File: config.mk
export PLATFORM = sky130hd
export DESIGN_NAME = fmrv32im_uart_rx_flat
export DESIGN_NICKNAME = d
export VERILOG_FILES = /design/src/rtl/fmrv32im_uart_pkg.sv /design/src/rtl/fmrv32im_uart_rx_if.sv /design/src/rtl/fmrv32im_uart_rx_fifo.sv /design/src/rtl/fmrv32im_uart_rx.sv /design/src/flat_wrapper.sv
export SDC_FILE = /design/constraint.sdc
export NUM_CORES = 1
export LEC_CHECK = 0
export CAP_MARGIN = 10
export CORE_MARGIN = 2
export CORE_UTILIZATION = 55
export CTS_CLUSTER_SIZE = 12
export DETAILED_ROUTE_END_ITERATION = 10
export GPL_ROUTABILITY_DRIVEN = 0
export PLACE_DENSITY = 0.82
export SETUP_SLACK_MARGIN = 0.05
export SYNTH_ARGS = -nofsm -noshare
export SYNTH_HDL_FRONTEND = slang
export SYNTH_HIERARCHICAL = 1
export SYNTH_SLANG_ARGS = --single-unit
File: constraint.sdc
create_clock -name CLK -period 2.3 [get_ports CLK]
set_input_delay 0.23 -clock CLK [delete_from_list [all_inputs] [get_ports CLK]]
set_output_delay 0.23 -clock CLK [all_outputs]
set_load 0.05 [all_outputs]
File: src/rtl/fmrv32im_uart_pkg.sv
// Shared UART definitions for the fmrv32im RX and TX blocks: FSM encoding,
// 8N1 frame constants and the oversample clock divider calculation.
package fmrv32im_uart_pkg;

  typedef enum logic [2:0] {
    IDLE,
    START,
    DATA,
    STOP,
    BREAK
  } rx_state_e;

  localparam int DATA_BITS = 8;
  localparam int STOP_BITS = 1;

  // Clock cycles per oversample tick, truncated toward zero.
  function automatic int calc_div(input int clk_freq, input int baud, input int oversample);
    return clk_freq / (baud * oversample);
  endfunction

endpackage

File: src/rtl/fmrv32im_uart_rx_if.sv
// Register-side handshake bundle of the UART receiver. The receiver drives
// the master side; the core-side consumer uses the slave side.
interface fmrv32im_uart_rx_if
  import fmrv32im_uart_pkg::*;
#(
  parameter int CNT_W = 5
);
  logic [DATA_BITS-1:0] RX_DATA;
  logic                 RX_VALID;
  logic                 RX_READY;
  logic [CNT_W-1:0]     RX_COUNT;
  logic                 RX_FERR;
  logic                 RX_OVERRUN;
  logic                 ERR_CLR;

  modport master (
    output RX_DATA, RX_VALID, RX_COUNT, RX_FERR, RX_OVERRUN,
    input  RX_READY, ERR_CLR
  );

  modport slave (
    input  RX_DATA, RX_VALID, RX_COUNT, RX_FERR, RX_OVERRUN,
    output RX_READY, ERR_CLR
  );
endinterface

File: src/rtl/fmrv32im_uart_rx_fifo.sv
// First-word-fall-through synchronous FIFO. The head entry is visible on
// `head` whenever the FIFO is not empty; a push into a full FIFO is only
// taken when a pop frees a slot in the same cycle.
module fmrv32im_uart_rx_fifo #(
  parameter  int DATA_W = 8,
  parameter  int DEPTH  = 16,
  localparam int AW     = $clog2(DEPTH),
  localparam int CNT_W  = $clog2(DEPTH) + 1
) (
  input  logic              clk,
  input  logic              rst_n,
  input  logic              push,
  input  logic [DATA_W-1:0] push_data,
  input  logic              pop,
  output logic [DATA_W-1:0] head,
  output logic              full,
  output logic              empty,
  output logic [CNT_W-1:0]  count
);
  logic [DATA_W-1:0] mem [DEPTH];
  logic [AW-1:0]     wr_ptr, rd_ptr;
  logic              push_ok, pop_ok;

  assign full    = (count == CNT_W'(DEPTH));
  assign empty   = (count == '0);
  assign pop_ok  = pop & ~empty;
  assign push_ok = push & (~full | pop_ok);
  assign head    = empty ? '0 : mem[rd_ptr];

  // Storage array; holds data only, so it carries no reset.
  always_ff @(posedge clk) begin
    if (push_ok) mem[wr_ptr] <= push_data;
  end

  // Pointers wrap naturally because DEPTH is a power of two.
  always_ff @(posedge clk or negedge rst_n) begin
    if (!rst_n) begin
      wr_ptr <= '0;
      rd_ptr <= '0;
      count  <= '0;
    end else begin
      if (push_ok) wr_ptr <= wr_ptr + AW'(1);
      if (pop_ok)  rd_ptr <= rd_ptr + AW'(1);
      case ({push_ok, pop_ok})
        2'b10:   count <= count + CNT_W'(1);
        2'b01:   count <= count - CNT_W'(1);
        default: count <= count;
      endcase
    end
  end
endmodule

File: src/rtl/fmrv32im_uart_rx.sv
// UART 8N1 receiver front-end: pin synchroniser, oversample tick generator,
// frame FSM with shift register, sticky error flags and an output FIFO.
module fmrv32im_uart_rx
  import fmrv32im_uart_pkg::*;
#(
  parameter int CLK_FREQ   = 100000000,
  parameter int BAUD       = 115200,
  parameter int OVERSAMPLE = 16,
  parameter int FIFO_DEPTH = 16
) (
  input  logic               CLK,
  input  logic               RST_N,
  input  logic               UART_rx,
  fmrv32im_uart_rx_if.master rx_bus
);
  localparam int DIV    = calc_div(CLK_FREQ, BAUD, OVERSAMPLE);
  localparam int TICK_W = (DIV < 2) ? 1 : $clog2(DIV);
  localparam int OS_W   = $clog2(OVERSAMPLE);
  localparam int BIT_W  = $clog2(DATA_BITS);
  localparam int CNT_W  = $clog2(FIFO_DEPTH) + 1;

  if (DIV < 2) begin : g_bad_div
    $error("fmrv32im_uart_rx: CLK_FREQ/(BAUD*OVERSAMPLE) must be at least 2");
  end
  if ((OVERSAMPLE < 8) || (OVERSAMPLE % 2 != 0)) begin : g_bad_os
    $error("fmrv32im_uart_rx: OVERSAMPLE must be even and at least 8");
  end
  if ((FIFO_DEPTH < 2) || ((FIFO_DEPTH & (FIFO_DEPTH - 1)) != 0)) begin : g_bad_depth
    $error("fmrv32im_uart_rx: FIFO_DEPTH must be a power of two and at least 2");
  end

  logic                 sync_1, rx_s, rx_q;
  logic [1:0]           warm;
  logic                 start_edge;
  rx_state_e            state, state_next;
  logic [TICK_W-1:0]    tick_cnt;
  logic                 tick;
  logic [OS_W-1:0]      os_cnt;
  logic [BIT_W-1:0]     bit_cnt;
  logic [DATA_BITS-1:0] shift;
  logic                 tick_clr, os_clr, os_inc, shift_en, push_set, ferr_set;
  logic                 push_q, ferr, overrun, overrun_set;
  logic                 fifo_full, fifo_empty, pop;
  logic [DATA_BITS-1:0] head;
  logic [CNT_W-1:0]     count;

  // The edge register only arms once the synchroniser holds a real pin
  // sample, so a line still low after reset never looks like a start edge.
  assign start_edge = rx_q & ~rx_s;
  assign tick       = (tick_cnt == TICK_W'(DIV - 1));

  // Two-flop synchroniser plus the previous-sample register for edge detect.
  always_ff @(posedge CLK or negedge RST_N) begin
    if (!RST_N) begin
      sync_1 <= 1'b1;
      rx_s   <= 1'b1;
      rx_q   <= 1'b0;
      warm   <= 2'b00;
    end else begin
      sync_1 <= UART_rx;
      rx_s   <= sync_1;
      warm   <= {warm[0], 1'b1};
      rx_q   <= rx_s & warm[1];
    end
  end

  // FSM state register.
  always_ff @(posedge CLK or negedge RST_N) begin
    if (!RST_N) state <= IDLE;
    else        state <= state_next;
  end

  // Next-state and per-cycle strobes; samples are taken on the last tick of
  // each bit period, and at half a bit for the start bit.
  always_comb begin
    state_next = state;
    tick_clr   = 1'b0;
    os_clr     = 1'b0;
    os_inc     = 1'b0;
    shift_en   = 1'b0;
    push_set   = 1'b0;
    ferr_set   = 1'b0;
    case (state)
      IDLE: begin
        if (start_edge) begin
          state_next = START;
          tick_clr   = 1'b1;
          os_clr     = 1'b1;
        end
      end
      START: begin
        if (tick) begin
          if (os_cnt == OS_W'(OVERSAMPLE / 2 - 1)) begin
            os_clr     = 1'b1;
            state_next = rx_s ? IDLE : DATA;
          end else begin
            os_inc = 1'b1;
          end
        end
      end
      DATA: begin
        if (tick) begin
          if (os_cnt == OS_W'(OVERSAMPLE - 1)) begin
            os_clr   = 1'b1;
            shift_en = 1'b1;
            if (bit_cnt == BIT_W'(DATA_BITS - 1)) state_next = STOP;
          end else begin
            os_inc = 1'b1;
          end
        end
      end
      STOP: begin
        if (tick) begin
          if (os_cnt == OS_W'(OVERSAMPLE - 1)) begin
            os_clr = 1'b1;
            if (rx_s) begin
              push_set   = 1'b1;
              state_next = IDLE;
            end else begin
              ferr_set   = 1'b1;
              state_next = BREAK;
            end
          end else begin
            os_inc = 1'b1;
          end
        end
      end
      BREAK: begin
        if (rx_s) state_next = IDLE;
      end
      default: state_next = IDLE;
    endcase
  end

  // Tick divider, oversample counter, bit counter and the registered push strobe.
  always_ff @(posedge CLK or negedge RST_N) begin
    if (!RST_N) begin
      tick_cnt <= '0;
      os_cnt   <= '0;
      bit_cnt  <= '0;
      push_q   <= 1'b0;
    end else begin
      if (tick_clr || tick) tick_cnt <= '0;
      else                  tick_cnt <= tick_cnt + TICK_W'(1);
      if (os_clr)      os_cnt <= '0;
      else if (os_inc) os_cnt <= os_cnt + OS_W'(1);
      if (tick_clr)      bit_cnt <= '0;
      else if (shift_en) bit_cnt <= bit_cnt + BIT_W'(1);
      push_q <= push_set;
    end
  end

  // LSB-first shift register; it stays stable until the next frame's first
  // data bit, so the FIFO can take it directly on the push strobe.
  always_ff @(posedge CLK) begin
    if (shift_en) shift <= {rx_s, shift[DATA_BITS-1:1]};
  end

  assign pop         = ~fifo_empty & rx_bus.RX_READY;
  assign overrun_set = push_q & fifo_full & ~pop;

  // Sticky error flags; a new error wins over a clear in the same cycle.
  always_ff @(posedge CLK or negedge RST_N) begin
    if (!RST_N) begin
      ferr    <= 1'b0;
      overrun <= 1'b0;
    end else begin
      if (ferr_set)            ferr <= 1'b1;
      else if (rx_bus.ERR_CLR) ferr <= 1'b0;
      if (overrun_set)         overrun <= 1'b1;
      else if (rx_bus.ERR_CLR) overrun <= 1'b0;
    end
  end

  fmrv32im_uart_rx_fifo #(
    .DATA_W (DATA_BITS),
    .DEPTH  (FIFO_DEPTH)
  ) u_fifo (
    .clk       (CLK),
    .rst_n     (RST_N),
    .push      (push_q),
    .push_data (shift),
    .pop       (rx_bus.RX_READY),
    .head      (head),
    .full      (fifo_full),
    .empty     (fifo_empty),
    .count     (count)
  );

  assign rx_bus.RX_DATA    = head;
  assign rx_bus.RX_VALID   = ~fifo_empty;
  assign rx_bus.RX_COUNT   = count;
  assign rx_bus.RX_FERR    = ferr;
  assign rx_bus.RX_OVERRUN = overrun;
endmodule

File: src/flat_wrapper.sv
// flat-port wrapper written by rule: the top's interface ports become plain ports
module fmrv32im_uart_rx_flat import fmrv32im_uart_pkg::*;
#(
  parameter int CLK_FREQ   = 100000000,
  parameter int BAUD       = 115200,
  parameter int OVERSAMPLE = 16,
  parameter int FIFO_DEPTH = 16
)
  (CLK, RST_N, UART_rx, rx_bus_RX_DATA, rx_bus_RX_VALID, rx_bus_RX_COUNT, rx_bus_RX_FERR, rx_bus_RX_OVERRUN, rx_bus_RX_READY, rx_bus_ERR_CLR);
  fmrv32im_uart_rx_if #(.CNT_W(5)) rx_bus_i ();
  input  logic CLK;
  input  logic RST_N;
  input  logic UART_rx;
  output wire logic [$bits(rx_bus_i.RX_DATA)-1:0] rx_bus_RX_DATA;
  output wire logic [$bits(rx_bus_i.RX_VALID)-1:0] rx_bus_RX_VALID;
  output wire logic [$bits(rx_bus_i.RX_COUNT)-1:0] rx_bus_RX_COUNT;
  output wire logic [$bits(rx_bus_i.RX_FERR)-1:0] rx_bus_RX_FERR;
  output wire logic [$bits(rx_bus_i.RX_OVERRUN)-1:0] rx_bus_RX_OVERRUN;
  input wire logic [$bits(rx_bus_i.RX_READY)-1:0] rx_bus_RX_READY;
  input wire logic [$bits(rx_bus_i.ERR_CLR)-1:0] rx_bus_ERR_CLR;
  assign rx_bus_RX_DATA = rx_bus_i.RX_DATA;
  assign rx_bus_RX_VALID = rx_bus_i.RX_VALID;
  assign rx_bus_RX_COUNT = rx_bus_i.RX_COUNT;
  assign rx_bus_RX_FERR = rx_bus_i.RX_FERR;
  assign rx_bus_RX_OVERRUN = rx_bus_i.RX_OVERRUN;
  assign rx_bus_i.RX_READY = rx_bus_RX_READY;
  assign rx_bus_i.ERR_CLR = rx_bus_ERR_CLR;
  fmrv32im_uart_rx #(.CLK_FREQ(CLK_FREQ), .BAUD(BAUD), .OVERSAMPLE(OVERSAMPLE), .FIFO_DEPTH(FIFO_DEPTH)) u_core (.CLK(CLK), .RST_N(RST_N), .UART_rx(UART_rx), .rx_bus(rx_bus_i));
endmodule
==> summary.md <==
| Metric | Value |
|---|---|
| Largest area contributor in the netlist | `edfxtp_1` |
| Layout Nets | `approximately 530` |
| Unrepaired setup endpoints after global routing | `true` |
| Total GRT Usage | `approximately a quarter` |
| Clock transition at path regs | `around 0.06 ns` |
| Placed cell areas | `between 8000 and 9000 µm²` |
| Relative slew slack | `about two fifths` |
| Worst slew pin tran | `0.900 ns` |
| Die Ht | `between 100 and 150 µm` |
| Clock Skew | `0.0161 ns` |
| Setup CP Type | `register to output port` |
| Worst slack, placed | `-0.101 ns` |
| I/O pins | `21` |
| Worst IR Drop VDD | `between 600 and 700 µV` |
| PnR worst setup slack | `-0.160 ns` |
| Cell variety after synth | `57` |
| Global route overflow | `0` |
| Width of the chip | `around 120 µm` |
| DRT Pass-1 Iters | `4` |
| Initial antenna violation count | `0` |
| Pin count of the biggest net entering global routing | `38` |
| Main synth FF type | `edfxtp_1` |
| Vias in the first global route | `around 4,400` |
| WL/cell | `23.1 µm` |
| CTS Buffer Depth | `2` |
| Via count | `~4,200` |
| Final count of hold timing violations | `0` |
| Worst path slowest cell | `mux4_1` |
| Req. time, crit path | `roughly 2.1 ns` |
| Die ar. | `14,300 µm²` |
| Total Wirelength | `around 16,000 µm` |
| Seq/Total Area, Yosys | `between 60% and 70%` |
| Lkg Pwr | `between 3 and 4 nW` |
| Synthesized Nets | `456` |
| Core region area | `13,100 µm²` |
| # port buffers | `20` |
| Fin. max-slew vios | `0` |
| Row Count | `42` |
| Fill cells | `just over 800` |
| Initial core utilization | `between 50% and 60%` |
| PD cells | `~1200 nW/µm²` |
| Fin util | `approximately 70%` |
| Startpoint Class | `register` |
| Worst hold path type | `input port to register` |
| Post-route ant nets | `0` |
| Fraction of layout cells with a size suffix above 1 | `~34%` |
| Number of synthesized flops with an enable pin | `between 100 and 150` |
| H-tree depth | `4` |
| Placed cells | `650` |
| CTS buffer count | `17` |
| # DRC | `0` |
| CTS tree | `built` |
| Hold_ws | `between 0.2 and 0.25 ns` |
| Minimum clock period after layout | `~2.5 ns` |
| Max incr delay on CP | `0.58 ns` |
| Layout Cells excl Fill | `between 600 and 700` |
| Initial DRC count | `a little under 500` |
| Final Cycle Share | `107%` |
| Failing checks | `negative setup slack` |
| Clk_lat worst skew | `about 0.43 ns` |
| Async SR Flop Fraction | `a little over a fifth` |
| Synth warn | `6` |
| Worst-path fanout max | `7` |
| Maximum Capacitance Violations | `0` |
| Crit. End Element | `output port` |
| Synth Register Bits | `173` |
| ANT cells | `0` |
| P&R area growth vs syn | `24.2%` |
| Syn Area/Cell | `between 15 and 20 µm²` |
| Vias per Instance | `about 6.1` |
| Fmax | `around 400 MHz` |
| Data arrival, critical path | `2.23 ns` |
| Synth Instances | `437` |
| Final setup viols | `9` |
| First-pass GRT wire length | `between 20,000 and 30,000 µm` |
| Run status | `finished with violations` |
| Cell area after synthesis | `between 7000 and 8000 µm²` |
| Dpl hpwl | `~9400 µm` |
| Post-route cell area | `9140 µm²` |
| CTS root buffer | `clkbuf_16` |
| Synth top area share | `between 50 and 60%` |
| Synth area leaders | `edfxtp_1 (55%), dfrtp_1 (12%), mux4_2 (8.6%)` |
| CTS Sinks | `around 170` |
| Most used cell, CP | `a211oi_2` |
| Cells along the critical path | `clkbuf_16, mux4_1, a211oi_2, a211oi_2, buf_6` |
## synthesized netlist by cell type, drive strengths merged, types with 3 or more instances
library cell and count:
nand3 8, nand2 9, and2 10, nor2b 9, inv 19, nand4 7, xnor2 10, mux4 32
nor2 23, or2 3, o21ai 8, ha 13, nand2b 4, mux2 3, o31ai 3, clkbuf 8
mux2i 12, nor4 7, edfxtp 136, a21oi 10, buf 14, a211oi 16, dfrtp 35, o211ai 3
xor2 5, nor3 4
## cells by family (layout without fill, tap and decap cells)
logic type	count (synthesis)	count (layout)	synth area share, %
XOR/XNOR	15	15	1.79
multiplexers	47	47	12.2
other	1	1	0.0510
flip-flops	173	173	68.1
buffers and inverters	41	125	2.70
AO/OA/AOI/OAI	53	53	5.36
AND/OR/NAND/NOR	93	93	7.33
adder cells (fa/ha/maj)	14	14	2.48
## what timing repair did
action | CTS | global route
pin swaps | 16 | 10
endpoints found under the setup margin | 11 | 11
resized for setup | 49 | 6
hold endpoints to repair | 35 | 0
hold buffers | 1 | 0
setup buffers | 9 | 2
gates cloned | 3 | 0
## placed cells by master (no fill, tap or decap), drive strengths merged, types with 3 or more instances in the layout
cell	netlist	routed
a211oi	16	16
mux2	3	3
clkbuf	8	20
dfrtp	35	35
mux4	32	32
o21ai	8	8
edfxtp	136	136
nand2	9	9
nand3	8	8
and2	10	10
bufinv	0	4
nor3	4	4
xor2	5	5
a21oi	10	10
nor2b	9	9
nor4	7	7
xnor2	10	10
o31ai	3	3
nor2	23	23
o211ai	3	3
or2	3	3
nand4	7	7
nand2b	4	4
ha	13	13
clkdlybuf4s50	0	10
buf	14	61
clkinvlp	0	4
inv	19	22
mux2i	12	12
## flip-flops by register name, summed over array words and instances (netlist names), 2 cells and up
name	cells
u_core/u_fifo/count	5
u_core/state	3
u_core/tick_cnt	6
u_core/bit_cnt	3
u_core/u_fifo/wr_ptr	4
u_core/os_cnt	4
u_core/u_fifo/rd_ptr	4
u_core/warm	2
u_core/u_fifo/mem	128
u_core/shift	8
## report_power, final
group,switching [mW],leakage [nW],internal [mW]
Clock,1.20,0.290,1.83
Sequential,0.292,1.67,3.50
Combinational,2.25,1.29,2.11
## area by class of cell
class	count	area [µm²]	share of cell area, %
repair buffers	74	845	9.24
well taps	176	220	2.41
clock inverters	13	188	2.05
clock buffers	19	433	4.74
flip-flops and latches	173	5020	54.9
inverters	19	73.8	0.808
multi-input cells	223	2360	25.8
## per-layer routing
metal  vias up  share of wire, %  GRT usage (%)
li1       1841                 -              -
met1      2206                39           30.1
met2       164                53           41.6
met3        29               5.7           5.04
met4         0               2.4           8.75
met5         -                 0              0
## path summary, 6_finish.rpt
path | slack [ns] | start | cells after the start | end
worst max-delay path | -0.16 | u_core/u_fifo/rd_ptr[1] | 5 | rx_bus_RX_DATA[4]
max in group asynchronous | 1.29 | RST_N | 2 | u_core/u_fifo/rd_ptr[0]
worst min-delay path | 0.23 | UART_rx | 1 | u_core/sync_1
worst min register to register | 0.36 | u_core/sync_1 | 0 | u_core/rx_s
min in group asynchronous | 0.44 | RST_N | 2 | u_core/os_cnt[3]
worst max register to register | -0.08 | u_core/u_fifo/count[3] | 9 | u_core/u_fifo/count[4]
## stage by stage
| step | setup TNS, ns | power (mW) |
|---|---|---|
| 2_1_floorplan | -0.705 | 6.34 |
| 3_3_place_gp | -0.0703 | 7.19 |
| 3_5_place_dp | -0.194 | 7.30 |
| 4_1_cts | -1.22 | 11.1 |
| 5_1_grt | -1.61 | 11.6 |
| 6_report | -1.17 | 11.2 |
## critical path, delay by kind of cell, from the launching register on
| kind | cells | cell delay (ns) |
|---|---|---|
| AO/OA/AOI/OAI | 2 | 0.37 |
| buffers and inverters | 2 | 0.41 |
| multiplexers | 1 | 0.58 |
| flip-flops | 1 | 0.44 |
Note: power is estimated with default switching activity, not from simulation.
